[src/rtl/mealy_pattern_multi.sv]
// Sliding-window Mealy detector: flags matches of two programmable LEN-bit patterns on a serial stream.
// Optional saturating per-pattern match counters are enabled by defining MEALY_PATTERN_COUNT_EN.
module mealy_pattern_multi #(
    parameter int LEN   = 3,
    parameter int CNT_W = 8
) (
    input  logic             clock,
    input  logic             reset_n,
    input  logic             en,
    input  logic             clear,
    input  logic             overlap,
    input  logic             i,
    input  logic [LEN-1:0]   pattern_a,
    input  logic [LEN-1:0]   pattern_b,
    output logic [1:0]       o,
    output logic             armed
`ifdef MEALY_PATTERN_COUNT_EN
    ,
    output logic [CNT_W-1:0] cnt_a,
    output logic [CNT_W-1:0] cnt_b
`endif
);

    localparam int             FW       = (LEN > 2) ? $clog2(LEN) : 1;
    localparam logic [FW-1:0]  FILL_MAX = FW'(LEN - 1);

    typedef enum logic {
        S_FILL  = 1'b0,
        S_ARMED = 1'b1
    } state_t;

    state_t           state_q, state_d;
    logic [LEN-2:0]   hist_q, hist_d;
    logic [FW-1:0]    fill_q, fill_d;
    logic [LEN-1:0]   window_s;
    logic             match_a_s;
    logic             match_b_s;
    logic             armed_s;

    // The FSM state is kept in lockstep with fill so armed comes straight from a flop.
    assign armed_s  = (state_q == S_ARMED);
    assign window_s = {hist_q, i};

    // Combinational compare; patterns feed the comparator directly so a change shows up at once.
    always_comb begin
        match_a_s = 1'b0;
        match_b_s = 1'b0;
        if (en && armed_s && !clear) begin
            match_a_s = (window_s == pattern_a);
            match_b_s = (window_s == pattern_b);
        end else begin
            match_a_s = 1'b0;
            match_b_s = 1'b0;
        end
    end

    assign o     = {match_a_s, match_b_s};
    assign armed = armed_s;

    // Next-state for history, fill level and FSM state, in clear > hold > restart > shift priority.
    always_comb begin
        hist_d  = hist_q;
        fill_d  = fill_q;
        state_d = state_q;
        if (clear) begin
            hist_d  = '0;
            fill_d  = '0;
            state_d = S_FILL;
        end else if (!en) begin
            hist_d  = hist_q;
            fill_d  = fill_q;
            state_d = state_q;
        end else if (!overlap && (match_a_s || match_b_s)) begin
            // The window keeps shifting, but a fresh match must wait for LEN new bits.
            hist_d  = window_s[LEN-2:0];
            fill_d  = '0;
            state_d = S_FILL;
        end else begin
            hist_d = window_s[LEN-2:0];
            if (fill_q == FILL_MAX) begin
                fill_d = fill_q;
            end else begin
                fill_d = fill_q + FW'(1'b1);
            end
            if (fill_d == FILL_MAX) begin
                state_d = S_ARMED;
            end else begin
                state_d = S_FILL;
            end
        end
    end

    // Detector FSM, history and fill registers.
    always_ff @(posedge clock or negedge reset_n) begin
        if (!reset_n) begin
            state_q <= S_FILL;
            hist_q  <= '0;
            fill_q  <= '0;
        end else begin
            state_q <= state_d;
            hist_q  <= hist_d;
            fill_q  <= fill_d;
        end
    end

`ifdef MEALY_PATTERN_COUNT_EN
    localparam logic [CNT_W-1:0] CNT_MAX = {CNT_W{1'b1}};

    logic [CNT_W-1:0] cnt_a_q, cnt_a_d;
    logic [CNT_W-1:0] cnt_b_q, cnt_b_d;

    // Saturating match counters; matches are already suppressed while clear or en is inactive.
    always_comb begin
        cnt_a_d = cnt_a_q;
        cnt_b_d = cnt_b_q;
        if (clear) begin
            cnt_a_d = '0;
            cnt_b_d = '0;
        end else begin
            if (match_a_s && (cnt_a_q != CNT_MAX)) begin
                cnt_a_d = cnt_a_q + CNT_W'(1'b1);
            end else begin
                cnt_a_d = cnt_a_q;
            end
            if (match_b_s && (cnt_b_q != CNT_MAX)) begin
                cnt_b_d = cnt_b_q + CNT_W'(1'b1);
            end else begin
                cnt_b_d = cnt_b_q;
            end
        end
    end

    // Counter registers.
    always_ff @(posedge clock or negedge reset_n) begin
        if (!reset_n) begin
            cnt_a_q <= '0;
            cnt_b_q <= '0;
        end else begin
            cnt_a_q <= cnt_a_d;
            cnt_b_q <= cnt_b_d;
        end
    end

    assign cnt_a = cnt_a_q;
    assign cnt_b = cnt_b_q;
`endif

endmodule

[config.mk]
export PLATFORM = sky130hd
export DESIGN_NAME = mealy_pattern_multi
export DESIGN_NICKNAME = d
export VERILOG_FILES = /design/src/rtl/mealy_pattern_multi.sv
export SDC_FILE = /design/constraint.sdc
export NUM_CORES = 1
export LEC_CHECK = 0
export ABC_CLOCK_PERIOD_IN_PS = 1110
export BUFFER_PORTS_ARGS = -buffer_cell sky130_fd_sc_hd__buf_2
export CAP_MARGIN = 0
export CELL_PAD_IN_SITES_DETAIL_PLACEMENT = 1
export CELL_PAD_IN_SITES_GLOBAL_PLACEMENT = 1
export CORE_AREA = 3 3 40 42
export DETAILED_ROUTE_END_ITERATION = 6
export DIE_AREA = 0 0 43 45
export GPL_ROUTABILITY_DRIVEN = 0
export HOLD_SLACK_MARGIN = 0.03
export PLACE_DENSITY_LB_ADDON = 0.1
export SYNTH_ARGS = -nofsm -noshare
export SYNTH_HDL_FRONTEND = slang
export SYNTH_SLANG_ARGS = --single-unit
[constraint.sdc]
create_clock -name clock -period 1.11 [get_ports clock]
set_clock_uncertainty 0.15 [all_clocks]
set_input_delay 0 -clock clock [delete_from_list [all_inputs] [get_ports clock]]
set_output_delay 0 -clock clock [all_outputs]
set_load 0.02 [all_outputs]
==> run summary <==
Clk pwr share - 37.5%
Pleak - 0.242 nW
normalized max-slew margin - 86.7%
Detail Route Antenna Nets - 0
Seq pwr share - 30.6%
number of global-route vias before repair - 341
Syn-to-layout area delta - 77.3%
multiplexer share of the synthesized area - 9.72%
Final Non-Filler Cells - 72
DP Cell Count - 60
CP peak stage delay - 0.45 ns
R2R setup slack - -0.31 ns
post-synthesis xor/xnor area fraction - 17.0%
Remaining DRCs - 0
Adder-Cell Fraction of Synth Area - 4.05%
Fin. Hold Viols - 0
Post-DP Area - 393 sq um
Synthesized Nets - 45
Routed WL - 940 um
Synth Area in Compound Gates - 6.88%
fin. max-slew vios - 0
clock buffer count from CTS - 3
fraction of the mapped netlist area in simple logic gates - 19.0%
Startpoint Class - register
Hold WS - 0.00275 ns
Crit Path Max Fanout - 4
failing checks - negative setup slack
worst path required time - 1.09 ns
Int Pwr - 0.396 mW
cell count after synthesis - 32
Max Clock Freq - 0.706 GHz
Final period util - 128%
post-synthesis sequential area ratio - 32.4%
peak supply drop - 0.778 mV
CP bufs+invs - 1
post-route core utilization - 42.6%
synthesized cell area - 309 sq um
# diodes - 0
CP top delay family - flip-flops
MaxCap Viol Count - 0
Sw Ratio - 29.6%
Die Y - 45 um
number of cell rows - 13
nets - 71
Avg Vias per Cell - 4.35
Slew @ Worst Pin - 0.198 ns
fin crit period - 1.42 ns
CP cell instances - xnor2_2 > nand3_2 > buf_4 > a211oi_2 > nor3_1
CTS Sinks - 4
Net Switching - 0.167 mW
I/O pins - 15
PD cells - 1030 nW/um^2
Clock Tree Root - clkbuf_4
Port Buf Inserts - 14
GRT Resource Usage Total - 10.8%
critical path type - register to register
Setup crit end kind - register
area of the core - 1280 sq um
Hold Crit Class - input port to register
Synth cell types - 16
slack of the critical path - -0.306 ns
routed len/inst - 13.1 um
CTS tree - done
Logic pwr share - 32.0%
CP max stage cell - dfrtp_2
Synth Warn # - 0
Iter 0 DRT Violations - 2
first-pass GRT wire length - 1490 um
Initial Util - 24.1%
die width - 43 um
RSZ-0062 raised after global routing - yes
Worst-Skew Late Latency - 0.25 ns
TritonRoute pass-1 iters - 2
aggregate global routing overflow - 0
number of synthesized register bits - 4
post-placement setup slack - -0.191 ns
clock-pin slew on the worst setup and hold paths - 0.05 ns
die area - 1940 sq um
Critical Path AT - 1.40 ns
endpoints failing setup - 4
H-tree depth - 1
syn avg cell area - 9.66 sq um
status - finished with violations
vias - 313
main combinational cell family by area after synthesis - simple AND/OR/NAND/NOR gates
CTS max path bufs - 2
layout cells sized above 1 - 57.9%
initial antenna violation count - 0
Layout Cell Area excl Fill - 548 sq um
pin count of the biggest net entering global routing - 8
-- layout by cell type (no fill, tap or decap) --
cell type,count
buf_2,11
dlygate4sd3_1,6
buf_4,6
xnor2_2,4
mux2i_1,3
dfrtp_2,3
clkbuf_4,3
xnor2_1,2
nand3_2,2
nor3_2,2
inv_1,2
nor2_1,2
nand2_1,1
nand2b_1,1
o211ai_1,1
nand4_1,1
a31oi_1,1
a211oi_2,1
nor3_1,1
ha_1,1
clkbuf_1,1
dfrtp_1,1
buf_6,1
-- flip-flops by register name, indices dropped and copies added, names as in the netlist --
register / flops
hist_q: 2
armed: 1
fill_q: 1
-- cells in the mapped netlist, drive strengths merged --
cell type	number	area, sq um
nor3	3	15.0
nand2	1	3.75
nand2b	1	6.26
ha	1	12.5
dfrtp	4	100
mux2i	3	30.0
nand3	2	20.0
o211ai	1	7.51
buf	3	26.3
inv	2	7.51
nor2	2	7.51
nand4	1	6.26
xnor2	6	52.6
a31oi	1	6.26
a211oi	1	7.51
-- path summary, 6_finish.rpt --
path	from	to	cells after the start
worst max-delay path	hist_q[0]$_DFFE_PN0P_	armed$_DFFE_PN0P_	5
worst min-delay path	en	hist_q[0]$_DFFE_PN0P_	3
worst max register to register	hist_q[0]$_DFFE_PN0P_	armed$_DFFE_PN0P_	5
worst min register to register	fill_q[0]$_DFFE_PN0P_	fill_q[0]$_DFFE_PN0P_	2
max in group asynchronous	reset_n	hist_q[1]$_DFFE_PN0P_	3
min in group asynchronous	reset_n	hist_q[0]$_DFFE_PN0P_	3
-- worst register-to-register path: cells and delay by family, from the launching register on --
kind,cells,cell delay (ns)
xor gates and xnor gates,1,0.17
and+or+nand+nor,2,0.16
buffers and inverters,1,0.15
AOI/OAI and AO/OA,1,0.21
DFF,1,0.45
-- kinds of logic (layout without fill, tap and decap cells) --
family | Yosys count | after routing
xor+xnor | 6 | 6
compound gates | 3 | 3
mux | 3 | 3
fa+ha+maj | 1 | 1
simple gates | 10 | 10
flops | 4 | 4
buf+inv | 5 | 30
-- power groups by stage --
stage / Combinational [mW] / Clock, mW / Sequential, mW
final: 0.180 / 0.211 / 0.172
after global routing: 0.199 / 0.232 / 0.174
after CTS: 0.167 / 0.211 / 0.171
after detailed placement: 0.136 / 0 / 0.171
after global placement: 0.134 / 0 / 0.170
after floorplan: 0.0753 / 0 / 0.175
-- cell type report --
cell class	count	area, sq um
Fill cell	153	737
Multi-Input combinational cell	23	220
Timing Repair Buffer	24	171
Sequential cell	4	104
Clock buffer	4	26.3
Tap cell	15	18.8
Inverter	2	7.51
-- through the flow --
stage                     total power [mW]  TNS, ns
final                                0.562    -1.11
after global routing                 0.605    -1.43
after CTS                            0.549    -1.23
after detailed placement             0.308   -0.577
after global placement               0.304   -0.494
after floorplan                      0.251   -0.153
-- per-layer routing --
layer	routed length [um]	track usage, %	vias up
met1	390	12.7	148
met2	503	18.6	7
li1	-	-	158
met5	0	0	-
met4	0	1.81	0
met3	46	4.78	0
-- timing repair --
action / in CTS / in global routing
endpoints found under the hold margin: 8 / 1
hold buffers: 5 / 1
resized for setup: 4 / 8
buffers inserted: 2 / 0
setup endpoints to repair: 4 / 5
pin swaps: 4 / 4
(Power assumes the default switching activity.)
